[config.mk]
export PLATFORM = sky130hd
export DESIGN_NAME = residual_add
export DESIGN_NICKNAME = d
export VERILOG_FILES = /design/src/rtl/residual_add.sv
export SDC_FILE = /design/constraint.sdc
export NUM_CORES = 2
export LEC_CHECK = 0
export CAP_MARGIN = 25
export CORE_ASPECT_RATIO = 1.4
export CORE_MARGIN = 2
export CORE_UTILIZATION = 35
export DETAILED_ROUTE_END_ITERATION = 10
export GPL_TIMING_DRIVEN = 0
export HOLD_SLACK_MARGIN = 0.02
export SLEW_MARGIN = 15
export SYNTH_ARGS = -nofsm -noshare
export SYNTH_HDL_FRONTEND = slang
export SYNTH_SLANG_ARGS = --single-unit
[constraint.sdc]
create_clock -name i_sclk -period 4.1 [get_ports i_sclk]
set_input_delay 1.025 -clock i_sclk [delete_from_list [all_inputs] [get_ports i_sclk]]
set_output_delay 1.025 -clock i_sclk [all_outputs]
set_load 0.1 [all_outputs]
[src/rtl/residual_add.sv]
// rtl/residual_add.sv - shortcut FIFO plus two-stage saturating residual adder
// Define RESADD_RELU_EN to clamp negative results to zero (ReLU) at the output.
module residual_add #(
    parameter int WIDTH_D = 27,
    parameter int WIDTH_O = 27,
    parameter int DEPTH   = 64
) (
    input  logic                      i_sclk,
    input  logic                      i_rst,
    input  logic                      i_s_valid,
    input  logic signed [WIDTH_D-1:0] i_s_tdata,
    input  logic                      i_m_vsync,
    input  logic                      i_m_hsync,
    input  logic                      i_m_reuse,
    input  logic                      i_m_valid,
    input  logic signed [WIDTH_D-1:0] i_m_tdata,
    output logic                      o_vsync,
    output logic                      o_hsync,
    output logic                      o_reuse,
    output logic                      o_valid,
    output logic signed [WIDTH_O-1:0] o_tdata,
    output logic [$clog2(DEPTH):0]    o_level,
    output logic                      o_overflow,
    output logic                      o_underflow
);

    localparam int AW = $clog2(DEPTH);
    localparam int SW = WIDTH_D + 1;

    localparam logic signed [SW-1:0] SAT_MAX = {{(SW-WIDTH_O+1){1'b0}}, {(WIDTH_O-1){1'b1}}};
    localparam logic signed [SW-1:0] SAT_MIN = {{(SW-WIDTH_O+1){1'b1}}, {(WIDTH_O-1){1'b0}}};

    logic [WIDTH_D-1:0] mem [DEPTH];
    logic [AW-1:0]      wr_ptr;
    logic [AW-1:0]      rd_ptr;
    logic [AW:0]        level;

    logic                      fifo_empty;
    logic                      fifo_full;
    logic                      rd_adv;
    logic                      push;
    logic                      overflow_ev;
    logic                      underflow_ev;
    logic signed [WIDTH_D-1:0] head;

    logic                      s1_valid;
    logic signed [SW-1:0]      s1_sum;
    logic signed [WIDTH_O-1:0] sat_val;

    logic [1:0] vsync_d;
    logic [1:0] hsync_d;
    logic [1:0] reuse_d;

    assign fifo_empty = (level == '0);
    assign fifo_full  = (level == (AW+1)'(DEPTH));

    // A push into an empty FIFO alongside a main word advances both pointers:
    // the word is written but the main word still sees an empty head (underflow).
    assign rd_adv       = i_m_valid && !i_m_vsync && (!fifo_empty || i_s_valid);
    assign push         = i_s_valid && !i_m_vsync && (!fifo_full || rd_adv);
    assign overflow_ev  = i_s_valid && !i_m_vsync && fifo_full && !rd_adv;
    assign underflow_ev = i_m_valid && !i_m_vsync && fifo_empty;
    assign head         = fifo_empty ? '0 : $signed(mem[rd_ptr]);

    always_ff @(posedge i_sclk) begin
        if (push && !i_rst) begin
            mem[wr_ptr] <= i_s_tdata;
        end
    end

    always_ff @(posedge i_sclk) begin
        if (i_rst || i_m_vsync) begin
            wr_ptr      <= '0;
            rd_ptr      <= '0;
            level       <= '0;
            o_overflow  <= 1'b0;
            o_underflow <= 1'b0;
        end else begin
            if (push) begin
                wr_ptr <= wr_ptr + AW'(1);
            end
            if (rd_adv) begin
                rd_ptr <= rd_ptr + AW'(1);
            end
            if (push && !rd_adv) begin
                level <= level + (AW+1)'(1);
            end else if (rd_adv && !push) begin
                level <= level - (AW+1)'(1);
            end
            if (overflow_ev) begin
                o_overflow <= 1'b1;
            end
            if (underflow_ev) begin
                o_underflow <= 1'b1;
            end
        end
    end

    always_ff @(posedge i_sclk) begin
        if (i_rst || i_m_vsync) begin
            s1_valid <= 1'b0;
            s1_sum   <= '0;
        end else begin
            s1_valid <= i_m_valid;
            if (i_m_valid) begin
                s1_sum <= {i_m_tdata[WIDTH_D-1], i_m_tdata} + {head[WIDTH_D-1], head};
            end else begin
                s1_sum <= '0;
            end
        end
    end

    always_comb begin
        sat_val = s1_sum[WIDTH_O-1:0];
        if (s1_sum > SAT_MAX) begin
            sat_val = SAT_MAX[WIDTH_O-1:0];
        end else if (s1_sum < SAT_MIN) begin
            sat_val = SAT_MIN[WIDTH_O-1:0];
        end
`ifdef RESADD_RELU_EN
        if (sat_val[WIDTH_O-1]) begin
            sat_val = '0;
        end
`endif
    end

    always_ff @(posedge i_sclk) begin
        if (i_rst || i_m_vsync) begin
            o_valid <= 1'b0;
            o_tdata <= '0;
        end else begin
            o_valid <= s1_valid;
            o_tdata <= s1_valid ? sat_val : '0;
        end
    end

    // Strobe delay line ignores vsync so the frame-start pulse still emerges.
    always_ff @(posedge i_sclk) begin
        if (i_rst) begin
            vsync_d <= '0;
            hsync_d <= '0;
            reuse_d <= '0;
        end else begin
            vsync_d <= {vsync_d[0], i_m_vsync};
            hsync_d <= {hsync_d[0], i_m_hsync};
            reuse_d <= {reuse_d[0], i_m_reuse};
        end
    end

    assign o_vsync = vsync_d[1];
    assign o_hsync = hsync_d[1];
    assign o_reuse = reuse_d[1];
    assign o_level = level;

endmodule
**Word-level counts from Yosys, hierarchy flattened**

Memory sizes are Yosys's and may differ from the RTL's. A register that Yosys moved wholly into a read port is not among the register bits.
Index checks and enable logic that the tools add are counted.

- Add/subtract/negate cells: 5
- $lt $le $gt $ge: 2
- Equality and inequality tests: 1
- Muxes and demuxes: 9
- Bitwise logic cells: 2
- Reductions and logical operators: 24

Operators with widths:

| operator | count |
|---|---|
| 2-to-1 mux 27 bit | 2 |
| adder 27 x 27 -> 28 bit | 1 |
| > comparator 28 x 27 -> 1 bit (second input constant) | 1 |
| < comparator 28 x 27 -> 1 bit (second input constant) | 1 |
| 2-to-1 mux 26 bit | 1 |
| 2-to-1 mux 7 bit | 2 |
| adder 6 x 1 -> 6 bit (second input constant) | 2 |
| 2-to-1 mux 6 bit | 2 |
| logical AND 1 bit | 10 |
| adder 7 x 1 -> 7 bit (second input constant) | 1 |
| equality test 7 bit (second input constant) | 1 |
| zero test 7 bit | 1 |
| subtractor 7 x 1 -> 7 bit (second input constant) | 1 |
| zero test 1 bit | 6 |
| OR reduction 2 bit | 2 |
| logical OR 1 bit | 3 |
| OR reduction 3 bit | 1 |
| 2-to-1 mux 1 bit | 2 |
| NOT 1 bit | 2 |
| nonzero test 2 bit | 1 |

- Bits in registers: 84
- Memory bits (writable): 1728
- Bits of input ports: 61
- Output and inout bits: 40
- Logic and storage cells: 57
- Memories: 1

Memory list:

| name | words | bits a word | rd ports | clocked after memory_dff | write ports | RTL line | RTL |
|---|---|---|---|---|---|---|---|
| mem | 64 | 27 | 1 | 1 | 1 | 33 | `logic [WIDTH_D-1:0] mem [DEPTH];` |

**Logic depth before layout (Yosys ltp)**

- Depth in word-level cells: 10
- Mapped depth: 17
- Depth with buffers taken out: 14

**Worst setup path after synthesis**

OpenSTA, ideal clock, no wires.

- Kind: register to register
- Start: reg level[0] (netlist: o_level[0])
- End: mem mem[48][0], enable pin
- Setup time: 411 ps
- Arrival: 3520 ps
- Required time: 3689 ps
- Path slack: 169 ps
- Stages on the path, launching flop included: 9
- Buffers on the path: 1
- Period minus slack after synthesis: 3931 ps
- Path through: dfxtp_1 > nor4_1 > and4b_1 > nor3b_1 > buf_2 > nor2b_1 > nor2b_1 > nand2_1 > nor2_1

- Cells in the longest elaborated chain, start to end: 9
- Elaborated cells on any way between the ends: 11
- Those cells by class: eq/ne: 1; mux: 2; reduce/logical: 8

Ends and longest elaborated chain:

| item | RTL line | RTL |
|---|---|---|
| start, declared | 36 | `logic [AW:0] level;` |
| start signal, assigned | 86 | `level <= level + (AW+1)'(1);` |
| start signal, assigned | 88 | `level <= level - (AW+1)'(1);` |
| zero test 7 bit | 54 | `assign fifo_empty = (level == '0);` |
| zero test 1 bit | 59 | `assign rd_adv = i_m_valid && !i_m_vsync && (!fifo_empty \|\| i_s_valid);` |
| logical OR 1 bit | 59 |  |
| logical AND 1 bit | 59 |  |
| logical OR 1 bit * | 60 | `assign push = i_s_valid && !i_m_vsync && (!fifo_full \|\| rd_adv);` |
| logical AND 1 bit * | 60 |  |
| logical AND 1 bit * | 66 | `if (push && !i_rst) begin` |
| 2-to-1 mux 1 bit * | 66 |  |
| 2-to-1 mux 1 bit (not written as such) * | 67 | `mem[wr_ptr] <= i_s_tdata;` |
| end, declared | 33 |  |

Mark *: on every way between the ends. The rest lies on a longest branch, timed or not.

==> results.md <==
- Synth async-reset ratio: 0
- Net count after synthesis: 3,395
- Main flop type after synthesis: edfxtp_1
- Max_cap viols: 0
- Initial core utilization: 0.352
- Root Driver: clkbuf_16
- Period utilisation layout: 1.03
- Placed insts: 6,160
- Total Routing Usage GR: 0.203
- Height of the die: 534 µm
- Violations in the final reports: negative setup slack
- Peak VDD IR: 0.000387 V
- Largest net degree at the start of global routing: 65
- Reg clk slew, reported paths: 60 ps
- Io pins: about 100
- Least-Margin Pin Slew: 952 ps
- Mapped Cells: approximately 3,300
- Row cnt: 194
- Initial antenna violation count: 9
- CTS tree: yes
- WS Path Type: flip-flop to flip-flop
- WL/cell: 32.3 µm
- Max_slew headroom: 0.347
- Synth top area share: 0.738
- RSZ-0062 raised after global routing: yes
- Max Root-Sink Buffers: 3
- Layout area overhead: 22.1%
- # setup viols final: 6
- # nets final: 3,832
- Final Power: 0.0377 W
- Synthesized cell area: 70,300 µm²
- FF-to-FF setup slack: -140 ps
- Startpoint Class: flip-flop
- Layout Skew: 23.1 ps
- Fin Hold WS: 441 ps
- CTS sink cnt: 1,818
- Top cells by area, synth: edfxtp_1 (74%), mux4_2 (14%), mux2i_1 (3.1%), dfxtp_1 (2.6%), a22oi_1 (1.2%)
- Vias in the first global route: between 30,000 and 40,000
- Crit Reg-Reg Endpoint: s1_sum[24]
- HPWL after DPL: 139 mm
- Die area: around 200,000 µm²
- CP Capture Point: s1_sum[24]
- Synth cell types: 64
- Max Clock Freq: approximately 0.24 GHz
- Avg Vias per Cell: 5.59
- Worst EP arrival: 4960 ps
- Chip Width: 383 µm
- Status: finished with violations
- Max Slew Vio Count: 0
- Routability cong.: 0.871
- Vias: 36,400
- Crit end category: flip-flop
- Static Leak: ~26 nW
- I/O Buffers: 100
- Wirelength, routed: 210 mm
- Iteration-0 DRC Markers: 4,629
- Min Tclk post-route: around 4200 ps
- Sequential share of the synthesized area: 0.764
- FF+latch count, synth: ~1,800
- Post-synth EDFFs: between 1,500 and 2,000
- Cts bufs inserted: 161
- Routed Antenna Nets: 0
- Fin area: 85,900 µm²
- Post-place setup slack: -1700 ps
- Final hold violation count: 0
- Critical Path RT: 4830 ps
- Worst Hold Path Cells: 2
- Yosys top cell by area: edfxtp_1
- Number of cells in the finished layout apart from fillers: 6,512
- Core area: approximately 200,000 µm²
- Worst-path fanout max: 7
- DRC violations left: 0
- First-pass GRT wire length: ~290 mm
- Layout cells sized above 1: 0.332
- Syn Area/Cell: 21.3 µm²
- Max H-tree Level: 4
- Final WS setup: -135 ps
- Worst skew pair latency: 800 ps
- Hold WC Path Type: flip-flop to flip-flop
- R2R depth: 17
- PD cells: 439 nW/µm²
- Placed inst area: 77,600 µm²
- GR Overflow Total: 0
- DR pass1 iterations: 7
- Yosys warnings: 0
[cells in the mapped netlist (3+ instances only)]
| cell type | n |
|---|---|
| o31ai_1 | 3 |
| nor2_1 | 173 |
| edfxtp_1 | 1728 |
| buf_2 | 62 |
| and2_1 | 5 |
| xor2_1 | 17 |
| nand4b_1 | 3 |
| and3_1 | 3 |
| o21ai_1 | 4 |
| nor2b_1 | 12 |
| mux4_2 | 432 |
| xnor2_1 | 17 |
| o21bai_1 | 3 |
| ha_1 | 35 |
| buf_1 | 34 |
| nand2_1 | 79 |
| nand4_1 | 10 |
| a21o_1 | 18 |
| a211oi_1 | 3 |
| or3_1 | 5 |
| nand3b_1 | 5 |
| clkbuf_1 | 78 |
| o22ai_1 | 28 |
| a22oi_1 | 108 |
| dfxtp_1 | 90 |
| nor3b_1 | 3 |
| a31oi_1 | 6 |
| nand3_1 | 13 |
| nor3_1 | 5 |
| mux2i_1 | 219 |
| inv_1 | 9 |
| a21oi_1 | 35 |
| o21ai_0 | 11 |
| nand2b_1 | 4 |
[per-layer routing]
layer	track usage	wire, µm	vias to the layer above
met4	0.101	12300	10
met3	0.0342	15200	503
li1	-	-	14600
met2	0.349	106000	1845
met5	0	94	-
met1	0.247	76700	19400
[worst min-delay path by stage]
| stage | from | endpoint | slack, ps |
|---|---|---|---|
| 6_report | s1_sum[21] | o_tdata[21] | 440 |
| 5_1_grt | hsync_d[0] | hsync_d[1] | 460 |
| 4_1_cts | s1_sum[3] | o_tdata[3] | 440 |
| 3_5_place_dp | s1_sum[3] | o_tdata[3] | 430 |
| 3_3_place_gp | vsync_d[0] | vsync_d[1] | 420 |
| 2_1_floorplan | hsync_d[0] | hsync_d[1] | 410 |
[per-stage QoR]
stage,util,TNS (ps)
floorplan,-,0
global placement,0.374,-3722510
detailed placement,0.389,-472810
CTS,0.426,-482
global route,0.430,-927
finish,0.430,-374
[cell families after synthesis]
| kind of cell | Yosys count | synth area share |
|---|---|---|
| flip-flops | 1818 | 0.764 |
| XOR/XNOR | 34 | 0.00423 |
| AO/OA/AOI/OAI | 237 | 0.0238 |
| multiplexers | 651 | 0.170 |
| buffers and inverters | 187 | 0.0111 |
| adder cells (fa/ha/maj) | 37 | 0.00680 |
| AND/OR/NAND/NOR | 333 | 0.0209 |
[placed cells by master (no fill, tap or decap), drive strengths merged, types with 19 or more instances in the layout]
| master | instances |
|---|---|
| mux2i | 219 |
| edfxtp | 1728 |
| a21o | 19 |
| a21oi | 35 |
| clkinv | 71 |
| o22ai | 28 |
| mux4 | 432 |
| nand2 | 80 |
| ha | 35 |
| dfxtp | 90 |
| clkdlybuf4s50 | 73 |
| nor2 | 173 |
| inv | 19 |
| a22oi | 109 |
| buf | 295 |
| clkbuf | 277 |
[power breakdown]
group	total, W	internal (W)	switching (W)
clock	0.0150	0.00822	0.00682
combinational	0.00230	0.000918	0.00138
sequential	0.0204	0.0203	0.0000179
[sequential cells by signal (all words and copies together) (netlist names), 2 cells and up, named ones only]
| name | flops |
|---|---|
| wr_ptr | 6 |
| o_level | 7 |
| rd_ptr | 6 |
| vsync_d | 2 |
| mem | 1728 |
| hsync_d | 2 |
| reuse_d | 2 |
| s1_sum | 28 |
| o_tdata | 27 |
[timing repair]
action	4_1_cts	5_1_grt
setup buffers	37	16
hold buffers	0	0
pin swaps	62	50
cloned	3	4
gates resized for setup	532	107
setup endpoints to repair	27	20
[worst max-delay path: stages (launching register included)]
cell and delay [ps]:
dfxtp_4 370, buf_12 190, buf_16 180, buf_12 140, buf_12 130, mux4_2 520
mux2i_4 260, a22oi_2 160, nand2_2 250, o22ai_4 120, ha_4 330, buf_6 110
nand2_4 60, o41ai_4 380, o22ai_2 140, o31a_1 280, or3_4 340, a21oi_2 160
[cell type report]
type	instances	area, µm²
Fill cell	17000	114000
Sequential cell	1818	53700
Multi-Input combinational cell	1292	17800
Clock buffer	196	4240
Timing Repair Buffer	278	4160
Tap cell	2646	3310
Buffer	172	1700
Clock inverter	95	883
Inverter	11	43.8
Antenna cell	4	10.0
(Power assumes the default switching activity.)
